<file path="config.mk">
export PLATFORM = sky130hd
export DESIGN_NAME = datapath_ctrl
export DESIGN_NICKNAME = d
export VERILOG_FILES = /design/src/rtl/datapath_ctrl.sv
export SDC_FILE = /design/constraint.sdc
export NUM_CORES = 1
export LEC_CHECK = 0
export CAP_MARGIN = 20
export CORE_MARGIN = 5
export CORE_UTILIZATION = 50
export DETAILED_ROUTE_END_ITERATION = 12
export DONT_BUFFER_PORTS = 1
export PLACE_DENSITY_LB_ADDON = 0.12
export SYNTH_ARGS = -nofsm -noshare
export SYNTH_HDL_FRONTEND = slang
export SYNTH_SLANG_ARGS = --single-unit
</file>
<file path="constraint.sdc">
create_clock -name clk -period 2.6 [get_ports clk]
set_input_delay 0.52 -clock clk [delete_from_list [all_inputs] [get_ports clk]]
set_output_delay 0.52 -clock clk [all_outputs]
set_load 0.02 [all_outputs]
</file>
<file path="src/rtl/datapath_ctrl.sv">
// datapath_ctrl: instruction sequencer for a simple 64-bit datapath.
// Accepts one 32-bit instruction per valid/ready handshake, decodes it and
// walks it through IDLE -> DECODE -> EXEC [-> MEM [-> WB]] while driving the
// datapath control word. All outputs are registered (Moore).
//
// Ports:
//   clk          rising-edge clock
//   rst          asynchronous active-low reset
//   instr        instruction word, captured on instr_valid & instr_ready
//   instr_valid  instruction offered
//   instr_ready  controller idle and able to accept
//   status       ALU flags {V,C,N,Z}
//   mem_ack      memory completion strobe
//   fs, c0       ALU function select / carry-in
//   addrR/A/B    register file write / read-A / read-B addresses
//   k, s         constant word and constant-select for the B operand
//   sb, sd       register-B-to-bus and ALU-to-bus (write data) selects
//   w            register file write enable (never for X31)
//   mem_re/we    memory read / write request, held until mem_ack
//   flags        status captured by the last R/I instruction
//   busy         high in every state other than IDLE
//   err          one-cycle pulse after an illegal opcode
module datapath_ctrl (
  input  logic        clk,
  input  logic        rst,
  input  logic [31:0] instr,
  input  logic        instr_valid,
  output logic        instr_ready,
  input  logic [3:0]  status,
  input  logic        mem_ack,
  output logic [4:0]  fs,
  output logic [4:0]  addrR,
  output logic [4:0]  addrA,
  output logic [4:0]  addrB,
  output logic [63:0] k,
  output logic        s,
  output logic        sb,
  output logic        sd,
  output logic        c0,
  output logic        w,
  output logic        mem_re,
  output logic        mem_we,
  output logic [3:0]  flags,
  output logic        busy,
  output logic        err
);

  localparam logic [10:0] OPC_ADD  = 11'h458;
  localparam logic [10:0] OPC_SUB  = 11'h658;
  localparam logic [10:0] OPC_AND  = 11'h450;
  localparam logic [10:0] OPC_ORR  = 11'h550;
  localparam logic [10:0] OPC_EOR  = 11'h650;
  localparam logic [10:0] OPC_LDUR = 11'h7C2;
  localparam logic [10:0] OPC_STUR = 11'h7C0;
  localparam logic [9:0]  OPC_ADDI = 10'h244;
  localparam logic [9:0]  OPC_SUBI = 10'h344;

  localparam logic [4:0]  FS_ADD = 5'h08;
  localparam logic [4:0]  FS_SUB = 5'h09;
  localparam logic [4:0]  FS_AND = 5'h00;
  localparam logic [4:0]  FS_ORR = 5'h04;
  localparam logic [4:0]  FS_EOR = 5'h0C;

  typedef enum logic [2:0] {IDLE, DECODE, EXEC, MEM, WB} state_t;
  typedef enum logic [2:0] {CLS_ILL, CLS_R, CLS_I, CLS_LD, CLS_ST} cls_t;

  typedef struct packed {
    logic        ready;
    logic        busy;
    logic        err;
    logic [4:0]  fs;
    logic        c0;
    logic [63:0] k;
    logic        s;
    logic [4:0]  addr_r;
    logic [4:0]  addr_a;
    logic [4:0]  addr_b;
    logic        sb;
    logic        sd;
    logic        w;
    logic        mem_re;
    logic        mem_we;
  } ctrl_t;

  state_t      state, state_nx;
  logic [31:0] ir;
  cls_t        cls;
  logic [4:0]  dec_fs;
  logic        dec_c0;
  logic [63:0] dec_k;
  ctrl_t       ctrl, ctrl_nx;
  logic        accept;

  logic [4:0]  rd, rn, rm;
  assign rd = ir[4:0];   // Rd for R/I, Rt for D-format
  assign rn = ir[9:5];
  assign rm = ir[20:16];

  assign accept = (state == IDLE) && instr_valid && ctrl.ready;

  // Instruction class, ALU function and constant from the captured word.
  always_comb begin
    cls    = CLS_ILL;
    dec_fs = '0;
    dec_c0 = 1'b0;
    dec_k  = '0;
    case (ir[31:21])
      OPC_ADD:  begin cls = CLS_R;  dec_fs = FS_ADD; end
      OPC_SUB:  begin cls = CLS_R;  dec_fs = FS_SUB; dec_c0 = 1'b1; end
      OPC_AND:  begin cls = CLS_R;  dec_fs = FS_AND; end
      OPC_ORR:  begin cls = CLS_R;  dec_fs = FS_ORR; end
      OPC_EOR:  begin cls = CLS_R;  dec_fs = FS_EOR; end
      OPC_LDUR: begin cls = CLS_LD; dec_fs = FS_ADD; end
      OPC_STUR: begin cls = CLS_ST; dec_fs = FS_ADD; end
      default: begin
        case (ir[31:22])
          OPC_ADDI: begin cls = CLS_I; dec_fs = FS_ADD; end
          OPC_SUBI: begin cls = CLS_I; dec_fs = FS_SUB; dec_c0 = 1'b1; end
          default:  cls = CLS_ILL;
        endcase
      end
    endcase
    case (cls)
      CLS_I:          dec_k = {52'd0, ir[21:10]};
      CLS_LD, CLS_ST: dec_k = {{55{ir[20]}}, ir[20:12]};
      default:        dec_k = '0;
    endcase
  end

  always_comb begin
    state_nx = state;
    case (state)
      IDLE:    if (accept) state_nx = DECODE;
      DECODE:  state_nx = (cls == CLS_ILL) ? IDLE : EXEC;
      EXEC:    state_nx = (cls == CLS_LD || cls == CLS_ST) ? MEM : IDLE;
      MEM:     if (mem_ack) state_nx = (cls == CLS_ST) ? IDLE : WB;
      WB:      state_nx = IDLE;
      default: state_nx = IDLE;
    endcase
  end

  // Outputs are computed for the state being entered and registered with it,
  // so every output is a pure function of the current state and captured word.
  always_comb begin
    ctrl_nx      = '0;
    ctrl_nx.busy = 1'b1;
    case (state_nx)
      IDLE: begin
        ctrl_nx.ready = 1'b1;
        ctrl_nx.busy  = 1'b0;
        // DECODE only falls back to IDLE for an illegal opcode.
        ctrl_nx.err   = (state == DECODE);
      end
      EXEC: begin
        ctrl_nx.fs     = dec_fs;
        ctrl_nx.c0     = dec_c0;
        ctrl_nx.k      = dec_k;
        ctrl_nx.s      = (cls != CLS_R);
        ctrl_nx.addr_a = rn;
        if (cls == CLS_R)       ctrl_nx.addr_b = rm;
        else if (cls == CLS_ST) ctrl_nx.addr_b = rd;
        if (cls == CLS_R || cls == CLS_I) begin
          ctrl_nx.sd     = 1'b1;
          ctrl_nx.addr_r = rd;
          ctrl_nx.w      = (rd != 5'd31);
        end
      end
      MEM: begin
        // Address operands stay on the datapath for the whole access.
        ctrl_nx.fs     = dec_fs;
        ctrl_nx.c0     = dec_c0;
        ctrl_nx.k      = dec_k;
        ctrl_nx.s      = 1'b1;
        ctrl_nx.addr_a = rn;
        if (cls == CLS_ST) begin
          ctrl_nx.mem_we = 1'b1;
          ctrl_nx.sb     = 1'b1;
          ctrl_nx.addr_b = rd;
        end else begin
          ctrl_nx.mem_re = 1'b1;
        end
      end
      WB: begin
        ctrl_nx.addr_r = rd;
        ctrl_nx.w      = (rd != 5'd31);
      end
      default: ;
    endcase
  end

  always_ff @(posedge clk or negedge rst) begin
    if (!rst) begin
      state <= IDLE;
      ir    <= '0;
      ctrl  <= '0;
      flags <= '0;
    end else begin
      state <= state_nx;
      ctrl  <= ctrl_nx;
      if (accept) ir <= instr;
      if (state == EXEC && (cls == CLS_R || cls == CLS_I)) flags <= status;
    end
  end

  assign instr_ready = ctrl.ready;
  assign busy        = ctrl.busy;
  assign err         = ctrl.err;
  assign fs          = ctrl.fs;
  assign c0          = ctrl.c0;
  assign k           = ctrl.k;
  assign s           = ctrl.s;
  assign addrR       = ctrl.addr_r;
  assign addrA       = ctrl.addr_a;
  assign addrB       = ctrl.addr_b;
  assign sb          = ctrl.sb;
  assign sd          = ctrl.sd;
  assign w           = ctrl.w;
  assign mem_re      = ctrl.mem_re;
  assign mem_we      = ctrl.mem_we;

endmodule
</file>
[Yosys cells after proc, flatten, opt, wreduce, memory -nomap -nowiden]
Cells that the tools add are included.
Word-level totals
  register bits after elaboration: 133
  input bits: 40
  word-level logic and storage cells: 80
Operators by class
  eq/ne operators: 21
  multiplexer cells: 28
  reductions and logical operators: 13
Operators with widths (number)
  one-hot mux 71 bit (2 select lines): 1
  one-hot mux 64 bit (2 select lines): 1
  equality test 11 bit (second input constant): 7
  equality test 10 bit (second input constant): 2
  one-hot mux 10 bit (2 select lines): 1
  one-hot mux 4 bit (5 select lines): 1
  equality test 3 x 2 -> 1 bit (second input constant): 6
  two-way mux 5 bit: 3
  two-way mux 3 bit: 4
  one-hot mux 3 bit (4 select lines): 1
  two-way mux 2 bit: 5
  one-hot mux 5 bit (2 select lines): 1
  zero test 3 bit: 3
  one-hot mux 3 bit (3 select lines): 1
  one-hot mux 4 bit (2 select lines): 1
  equality test 3 x 1 -> 1 bit (second input constant): 2
  equality test 3 bit (second input constant): 2
  two-way mux 6 bit: 1
  OR reduction 6 bit: 1
  two-way mux 1 bit: 5
  != test 5 bit (second input constant): 1
  OR reduction 5 bit: 1
  one-hot mux 1 bit (2 select lines): 2
  OR reduction 2 bit: 2
  other kinds (4): 7

[Longest topological paths before layout]
Gate-level depths: netlist of the first run.
  word-level depth: 10
  depth in mapped cells: 8
  gate-level depth less buffers: 5

[Worst setup path before layout of the first run]
OpenSTA, ideal clock, no wires.
  path type: reg-to-reg
  start: register ir[25]
  end: register ctrl, in the netlist busy
  setup time: 0.124 ns
  arrival: 2.086 ns
  data required time: 2.476 ns
  setup slack: 0.390 ns
  stages on the path, launching flop included: 7
  path buffers: 1
  clock period less this slack: 2.210 ns
  cell sequence: dfrtp_1 or3b_1 or4_1 buf_2 or2_4 a41o_4 or2_1
RTL lines
  start: declaration: RTL line 86  | logic [31:0] ir;
  start signal: assignment: RTL line 200  | if (accept) ir <= instr;
  end signal: assignment: RTL line 199  | ctrl <= ctrl_nx;
  end: declaration: RTL line 91  | ctrl_t ctrl, ctrl_nx;

==> flow_summary_export.csv, run 1 <==
group,metric,value,unit
status,run_status,"complete, no violations",
pwr,powerDensity,808,nW/µm²
synth,yosys.area.top_type,"dfrtp_1",
die,die-area,8740,µm²
timing,final.min_clock_period,2360,ps
setup_path,ff2ff_path_depth,5,
layout,layout.area.seq,1980,µm²
setup_path,critPathKind,"reg2reg",
synth,ys_seq_area_share,56.7,%
synth,synth-main-ff-cell,"dfrtp_1",
global_routing,grt.overflow.total,0,
setup_path,slowest_delay,600,ps
clock_tree,cts_buffer_depth,2,
setup_path,r2r-end,"fs[2]$_DFF_PN0_",
die,rows,30,
place,portBuffers,0,
clock_tree,ctsResizeCount,0,
timing,rsz0062_at_grt,"false",
timing,hold_viol_final,0,
synth,synth_warnings,0,
timing,drv_slew,0,
synth,syn_area_per_cell,12.6,µm²
pwr,ir_drop,0.000373,V
job,drv_cap,0,
setup_path,path_cells,"or3b_1 -> or4_1 -> o31ai_1 -> or2_2 -> nor4b_1",
global_routing,grt_max_degree,80,
place,dp_hpwl,4850,µm
setup_path,cp.required,2830,ps
synth,netlist_instances,277,
drt,via_per_inst,5.45,
timing,setup_viol,0,
setup_path,r2r-start,"ir[25]$_DFFE_PN0P_",
setup_path,cp.arrival,2590,ps
timing,whs,60.2,ps
clock_tree,htreeDepth,3,
synth,synth_seq_cells,79,
clock_tree,cts_tree,"done",
synth,async_reset_ff_share,100,%
timing,clock_skew,9.58,ps
die,start_util,51.3,%
global_routing,antenna_found_initial,0,
place,dp_worst_setup_slack,242,ps
layout,area_growth,0.646,%
setup_path,crit_fanout,12,
clock_tree,root_buffer,"clkbuf_8",
die,die_y,93.5,µm
setup_path,crit_family,"simple AND/OR/NAND/NOR gates",
clock_tree,clock_latency,350,ps
setup_path,worstSetupEndpointType,"register",
timing,setup-tns-final,0,ps
drt,wire_per_inst,20.3,µm
layout,nNetsFinal,271,
drt,vias,1808,
drt,drt_iter0_markers,31,
global_routing,grt_pass1_wl,10700,µm
synth,synth_edf_count,0,
drt,first_pass_iters,5,
drt,drt-total-wl,6720,µm
layout,drive_gt1_share,29.7,%
clock_tree,numCtsBuffers,9,
clock_tree,clk_pin_slew,80,ps
die,die_w,93.5,µm
setup_path,worst-path-buf-inv,0,
synth,synthTopCellsByArea,"dfrtp_1 57%, buf_4 12%, mux2_2 11%",
pwr,p_leak,1.55,nW
timing,fmax,424,MHz
min_path,hold_class,"in2async",
die,coreArea,6790,µm²
synth,synth_top_area_share,56.7,%
global_routing,grt_pass1_vias,1947,
setup_path,cp_slowest_cell,"or4_1",
layout,fin_util,51.7,%
clock_tree,cts_sinks,79,
timing,fin_crit_sh,90.7,%
timing,fin_ws,243,ps
drt,ant_nets,0,
layout,fillers,587,
die,num_io_pins,138,
place,gp_congestion,0.832,
layout,multiInputGateArea,1070,µm²
global_routing,gr-usage-all-layers,16.4,%
synth,ys_types,38,
setup_path,critPathLaunchType,"register",
timing,max_slew_margin,63.0,%
drt,route.detailed.drc,0,
synth,synth_area,3490,µm²
setup_path,r2r_slack,240,ps
layout,diodes,0,
timing,worst_slew_pin_slew,548,ps
==> how the worst max path moves through the flow <==
stage	startpoint	endpoint	slack (ps)	cells after the start
after floorplan	ir[25]$_DFFE_PN0P_	busy$_DFF_PN0_	390	6
after global placement	ir[25]$_DFFE_PN0P_	busy$_DFF_PN0_	330	5
after detailed placement	ir[25]$_DFFE_PN0P_	fs[2]$_DFF_PN0_	240	5
after CTS	ir[25]$_DFFE_PN0P_	fs[2]$_DFF_PN0_	220	5
after global routing	ir[25]$_DFFE_PN0P_	fs[2]$_DFF_PN0_	80	5
final	ir[25]$_DFFE_PN0P_	fs[2]$_DFF_PN0_	240	5
==> worst register-to-register path: stages, from the launching register on <==
cell and delay, ps:
dfrtp_1 390, or3b_1 400, or4_1 600, o31ai_1 310, or2_2 280, nor4b_1 280
==> cell usage after synthesis, types with 2 or more instances <==
cell type / n
o21a_1: 4
clkbuf_1: 6
nand2b_1: 2
nand3_1: 4
nor2_1: 10
and2_1: 7
nor4b_1: 3
xnor2_1: 2
dfrtp_1: 79
and2_2: 5
mux2_2: 35
or2_2: 2
o21ai_0: 3
buf_4: 55
a22o_1: 17
nand3b_1: 3
nor2b_1: 2
nand2_1: 9
nor3_1: 4
buf_2: 3
a21oi_1: 5
==> routing by layer <==
layer	vias up	GRT usage, %	part of all wire [%]
met5	-	0	0
met4	0	6.96	1.5
met3	11	4.42	6.5
met2	75	28.6	54
met1	919	18.9	38
li1	803	-	-
==> cells by family after synthesis <==
logic type | share of synthesized area [%]
AND/OR/NAND/NOR | 10.5
flip-flops | 56.7
XOR/XNOR | 0.502
AO/OA/AOI/OAI | 7.86
multiplexers | 11.3
buffers and inverters | 13.0
other | 0.108
==> cell usage in the layout, fill, tap and decap left out, types with 2 or more instances in the layout <==
cell type and count:
nand3_1 4, nand2_1 9, a21oi_1 5, o21ai_0 3
nor3_1 4, o21a_1 4, clkbuf_8 10, inv_6 2
nor4b_1 3, buf_12 2, nand3b_1 3, buf_16 2
and2_1 7, bufinv_16 2, a22o_1 17, buf_4 2
nor2_1 9, nor2b_1 2, dfrtp_1 78, mux2_2 35
or2_2 2, nand2b_1 2, and2_2 5, conb_1 2
xnor2_1 2
==> what timing repair did <==
item,in CTS,in global routing
hold endpoints to repair,79,0
setup endpoints to repair,0,0
hold buffers,1,0
setup buffers,0,0
==> cell type report <==
type	instances	area share, %
inverters	1	0.107
multi-input cells	134	30.4
flip-flops and latches	79	56.4
clock buffers	10	3.92
well taps	96	3.42
clock inverters	6	2.57
repair buffers	6	3.14
==> report_power, final <==
part           total, W  switching (W)  internal [W]
logic          0.000294       0.000127      0.000167
registers       0.00152       0.000149       0.00137
clock network   0.00102       0.000452      0.000572
total           0.00284       0.000728       0.00211
==> flip-flops by register name, indices dropped and copies added (netlist names) <==
name         cells
addrA            5
addrB            5
addrR            5
busy             1
c0               1
err              1
flags            4
fs               3
instr_ready      1
ir              32
k               13
mem_re           1
mem_we           1
s                1
sd               1
state            3
w                1
==> through the flow <==
step           power (W)  cells  instance area [µm²]
6_report         0.00284    332                 3510
5_1_grt          0.00297    332                 3510
4_1_cts          0.00286    332                 3510
3_5_place_dp     0.00182    315                 3250
3_3_place_gp     0.00180    315                 3250
2_1_floorplan    0.00173    278                 3490
No activity file was read; power rests on OpenSTA's default activity.
==> inputs of run 2 (changes only) <==
CORE_MARGIN = default   (was 5)
==> flow_summary_export.csv, run 2 (same netlist as run 1, synthesis figures left out) <==
group,metric,value,unit
global_routing,gr-usage-all-layers,19.5,%
clock_tree,cts_sinks,79,
global_routing,antenna_found_initial,0,
clock_tree,htreeDepth,3,
min_path,hold_class,"in2async",
pwr,seqPwrFrac,55.0,%
timing,clock_skew,13.1,ps
place,portBuffers,0,
layout,nNetsFinal,272,
pwr,ir_drop,0.000411,V
drt,wl_met1,2490,µm
die,num_io_pins,138,
pwr,switching_share,26.2,%
clock_tree,clock_latency,350,ps
setup_path,cp.arrival,2610,ps
pwr,p_sw,0.000725,W
drt,wl_met2,3530,µm
layout,drive_gt1_share,30.0,%
pwr,power_frac_clock,34.4,%
drt,drt_iter0_markers,92,
timing,max_slew_margin,61.9,%
setup_path,cp.required,2840,ps
timing,hold_viol_final,0,
timing,setup-tns-final,0,ps
drt,ant_nets,0,
timing,fmax,422,MHz
layout,diodes,0,
layout,final_cells,317,
setup_path,critPathKind,"reg2reg",
clock_tree,numCtsBuffers,9,
setup_path,worstSetupEndpointType,"register",
timing,rsz0062_at_grt,"false",
setup_path,critPathLaunchType,"register",
timing,setup_viol,0,
clock_tree,cts_buffer_depth,2,
global_routing,grt.overflow.total,0,
layout,layout_common_cells,"78 x dfrtp_1, 35 x mux2_2, 17 x a22o_1",
layout,top_register,"ir",
status,run_status,"complete, no violations",
place,dpl-instance-area,3240,µm²
timing,final.min_clock_period,2370,ps
pwr,p_leak,1.55,nW
timing,worst_slew_pin_slew,564,ps
layout,largest_register_ffs,32,
layout,fin_util,51.5,%
place,dp_hpwl,4550,µm
clock_tree,root_buffer,"clkbuf_8",
pwr,powerDensity,794,nW/µm²
clock_tree,cts_tree,"done",
drt,route.detailed.drc,0,
pwr,p_comb_share,10.6,%
die,start_util,51.6,%
global_routing,grt_pass1_vias,1926,
clock_tree,ctsResizeCount,0,
layout,final_area,3480,µm²
layout,area_growth,-0.215,%
drt,via_per_inst,5.71,
drt,first_pass_iters,6,
global_routing,grt_pass1_wl,10400,µm
die,coreArea,6760,µm²
die,die-area,7310,µm²
place,gp_congestion,0.917,
layout,final_common_cell,"dfrtp_1",
setup_path,ff2ff_path_depth,5,
place,dp_cells,300,
timing,drv_slew,0,
die,rows,30,
clock_tree,clk_pin_slew,80,ps
drt,vias,1811,
drt,wl_met3,390,µm
drt,drt-total-wl,6440,µm
job,drv_cap,0,
die,die_y,85.5,µm
pwr,p_int,0.00204,W
drt,top_layer,"met4",
die,die_w,85.5,µm
timing,fin_crit_sh,91.1,%
global_routing,grt_max_degree,80,
setup_path,crit_fanout,12,
drt,wire_per_inst,20.3,µm
run 2: changes by cell type in the layout (fill, tap and decap cells not counted), sizes merged:
cell / previous run / this run
buf: 6 / 7
bufinv: 2 / 1
clkbuf: 10 / 11
clkinv: 1 / 2
inv: 3 / 2
run 2: critical path, stage by stage (launching register included):
cell and delay (ps):
dfrtp_1 390, or3b_1 400, or4_1 600, o31ai_1 340
or2_2 280, nor4b_1 250
run 2: worst paths after layout:
| path | startpoint | endpoint | slack [ps] |
|---|---|---|---|
| max | ir[25]$_DFFE_PN0P_ | fs[2]$_DFF_PN0_ | 230 |
| min | rst | addrA[0]$_DFF_PN0_ | 60 |
| min reg2reg | ir[7]$_DFFE_PN0P_ | addrA[2]$_DFF_PN0_ | 480 |
| min in group clk | instr[12] | ir[12]$_DFFE_PN0P_ | 310 |
| max reg2reg | ir[25]$_DFFE_PN0P_ | fs[2]$_DFF_PN0_ | 230 |
| max in group asynchronous | rst | k[62]$_DFF_PN0_ | 2210 |
run 2: area by class of cell:
cell class	count	area, µm²
inverters	1	3.75
clock inverters	5	63.8
fillers	587	3280
flip-flops and latches	79	1980
repair buffers	7	118
well taps	80	100
clock buffers	11	151
multi-input cells	134	1060
run 2: what timing repair did:
item | 4_1_cts | 5_1_grt
hold buffers | 1 | 0
hold endpoints to repair | 79 | 0
buffers inserted | 0 | 0
run 2: per-stage QoR:
stage | power [W] | setup WS [ps] | hold WS, ps
floorplan | 0.00173 | 390 | 224
global placement | 0.00180 | 321 | 227
detailed placement | 0.00182 | 232 | 226
CTS | 0.00281 | 220 | 58.1
global route | 0.00291 | 15.6 | 56.9
finish | 0.00276 | 231 | 56.7
run 2: per-layer routing:
| metal | GRT usage, % | vias to the layer above |
|---|---|---|
| li1 | - | 813 |
| met1 | 22.7 | 924 |
| met2 | 33.7 | 72 |
| met3 | 6.45 | 2 |
| met4 | 6.82 | 0 |
| met5 | 0 | - |
run 2: power groups by stage:
stage,combinational [W],sequential [W],clock [W]
finish,0.000292,0.00152,0.000952
global route,0.000325,0.00155,0.00104
CTS,0.000298,0.00152,0.000985
detailed placement,0.000268,0.00155,0
global placement,0.000258,0.00154,0
floorplan,0.000242,0.00149,0
==> inputs of run 3 (changes only) <==
clock period = 2.85 ns   (was 2.6 ns; I/O delays follow)
==> flow_summary_export.csv, run 3 (same netlist as run 1, synthesis figures left out) <==
group,metric,value,unit
clock_tree,numCtsBuffers,9,
place,portBuffers,0,
setup_path,cp.required,3070,ps
layout,area_growth,0.0360,%
setup_path,crit_fanout,12,
clock_tree,ctsResizeCount,0,
global_routing,grt_pass1_wl,10400,µm
die,coreArea,6760,µm²
clock_tree,holdBufCountCts,1,
clock_tree,htreeDepth,3,
layout,top_register,"ir",
die,num_io_pins,138,
global_routing,antenna_found_initial,0,
die,rows,30,
layout,layout_common_cells,"78 x dfrtp_1, 35 x mux2_2, 17 x a22o_1",
timing,rsz0062_at_grt,"false",
timing,setup_viol,0,
drt,drt_iter0_markers,71,
global_routing,grt_max_degree,80,
layout,nNetsFinal,271,
timing,fmax,398,MHz
clock_tree,cts_tree,"done",
place,dpl-instance-area,3230,µm²
layout,largest_register_ffs,32,
pwr,powerDensity,745,nW/µm²
timing,final.min_clock_period,2510,ps
min_path,hold_class,"in2async",
place,gp_congestion,0.902,
timing,clock_skew,6.43,ps
layout,drive_gt1_share,29.7,%
setup_path,critPathLaunchType,"register",
clock_tree,root_buffer,"clkbuf_8",
setup_path,critPathKind,"reg2reg",
timing,fin_crit_sh,88.1,%
drt,top_layer,"met4",
clock_tree,clock_latency,350,ps
pwr,ir_drop,0.000466,V
die,die_w,85.5,µm
global_routing,gr-usage-all-layers,19.4,%
layout,diodes,0,
drt,first_pass_iters,6,
status,run_status,"complete, no violations",
die,die_y,85.5,µm
clock_tree,cts_buffer_depth,2,
timing,setup-tns-final,0,ps
drt,wl_met1,2540,µm
drt,route.detailed.drc,0,
drt,wire_per_inst,20.6,µm
setup_path,cp.arrival,2730,ps
job,drv_cap,0,
drt,wl_met3,424,µm
setup_path,worstSetupEndpointType,"register",
clock_tree,post_cts_buffers,0,
drt,via_per_inst,5.76,
global_routing,grt_pass1_vias,1946,
timing,drv_slew,0,
drt,drt-total-wl,6520,µm
pwr,p_leak,1.55,nW
drt,wl_met2,3490,µm
layout,final_area,3490,µm²
die,start_util,51.6,%
die,die-area,7310,µm²
clock_tree,clk_pin_slew,80,ps
layout,final_common_cell,"dfrtp_1",
drt,vias,1820,
clock_tree,cts_sinks,79,
drt,ant_nets,0,
place,dp_hpwl,4620,µm
global_routing,grt.overflow.total,0,
timing,hold_viol_final,0,
## run 3: changes by cell type in the layout (fill, tap and decap cells not counted), sizes merged
| cell | previous run | this run |
|---|---|---|
| inv | 2 | 1 |
| buf | 7 | 6 |
| bufinv | 1 | 2 |
| clkinvlp | 1 | 2 |
| clkinv | 2 | 1 |
## run 3: path summary, 6_finish.rpt
path / start / to / slack (ps) / cells past startpoint
max: ir[25]$_DFFE_PN0P_ / fs[2]$_DFF_PN0_ / 340 / 5
min: rst / addrA[4]$_DFF_PN0_ / 110 / 1
max reg2reg: ir[25]$_DFFE_PN0P_ / fs[2]$_DFF_PN0_ / 340 / 5
min reg2reg: ir[8]$_DFFE_PN0P_ / addrA[3]$_DFF_PN0_ / 490 / 1
max in group asynchronous: rst / k[62]$_DFF_PN0_ / 2410 / 1
min in group clk: instr[17] / ir[17]$_DFFE_PN0P_ / 360 / 2
## run 3: area by class of cell
cell class	instances	area [µm²]
Multi-Input combinational cell	134	1060
Sequential cell	79	1980
Clock inverter	5	80.1
Fill cell	598	3270
Timing Repair Buffer	6	110
Inverter	1	3.75
Clock buffer	11	151
Tap cell	80	100
## run 3: per-stage QoR
stage / std cells / utilization, % / worst slack (ps) / power (W) / hold WS [ps]
after detailed placement: 299 / 47.8 / 382 / 0.00166 / 276
after CTS: 316 / 51.6 / 353 / 0.00262 / 118
after global routing: 316 / 51.6 / 140 / 0.00272 / 111
after global placement: 299 / 47.8 / 577 / 0.00164 / 276
after floorplan: 278 / - / 640 / 0.00158 / 274
final: 316 / 51.6 / 340 / 0.00260 / 112
## run 3: critical path: stages (launching register included)
cell and delay [ps]:
dfrtp_1 390, or3b_1 400, or4_1 600, o31ai_1 340, or2_2 310, nor4b_1 340
## run 3: where the power goes
group	total [W]	switching, W	leakage (nW)	internal (W)
clock	0.000942	0.000402	0.112	0.000539
sequential	0.00139	0.000138	1.02	0.00125
combinational	0.000268	0.000116	0.416	0.000152
total	0.00260	0.000656	1.55	0.00194
## run 3: layer usage
layer  GRT usage (%)  vias up
met3            6.26        4
met4            6.36        0
met5               0        -
li1                -      809
met1            22.4      927
met2            34.3       80
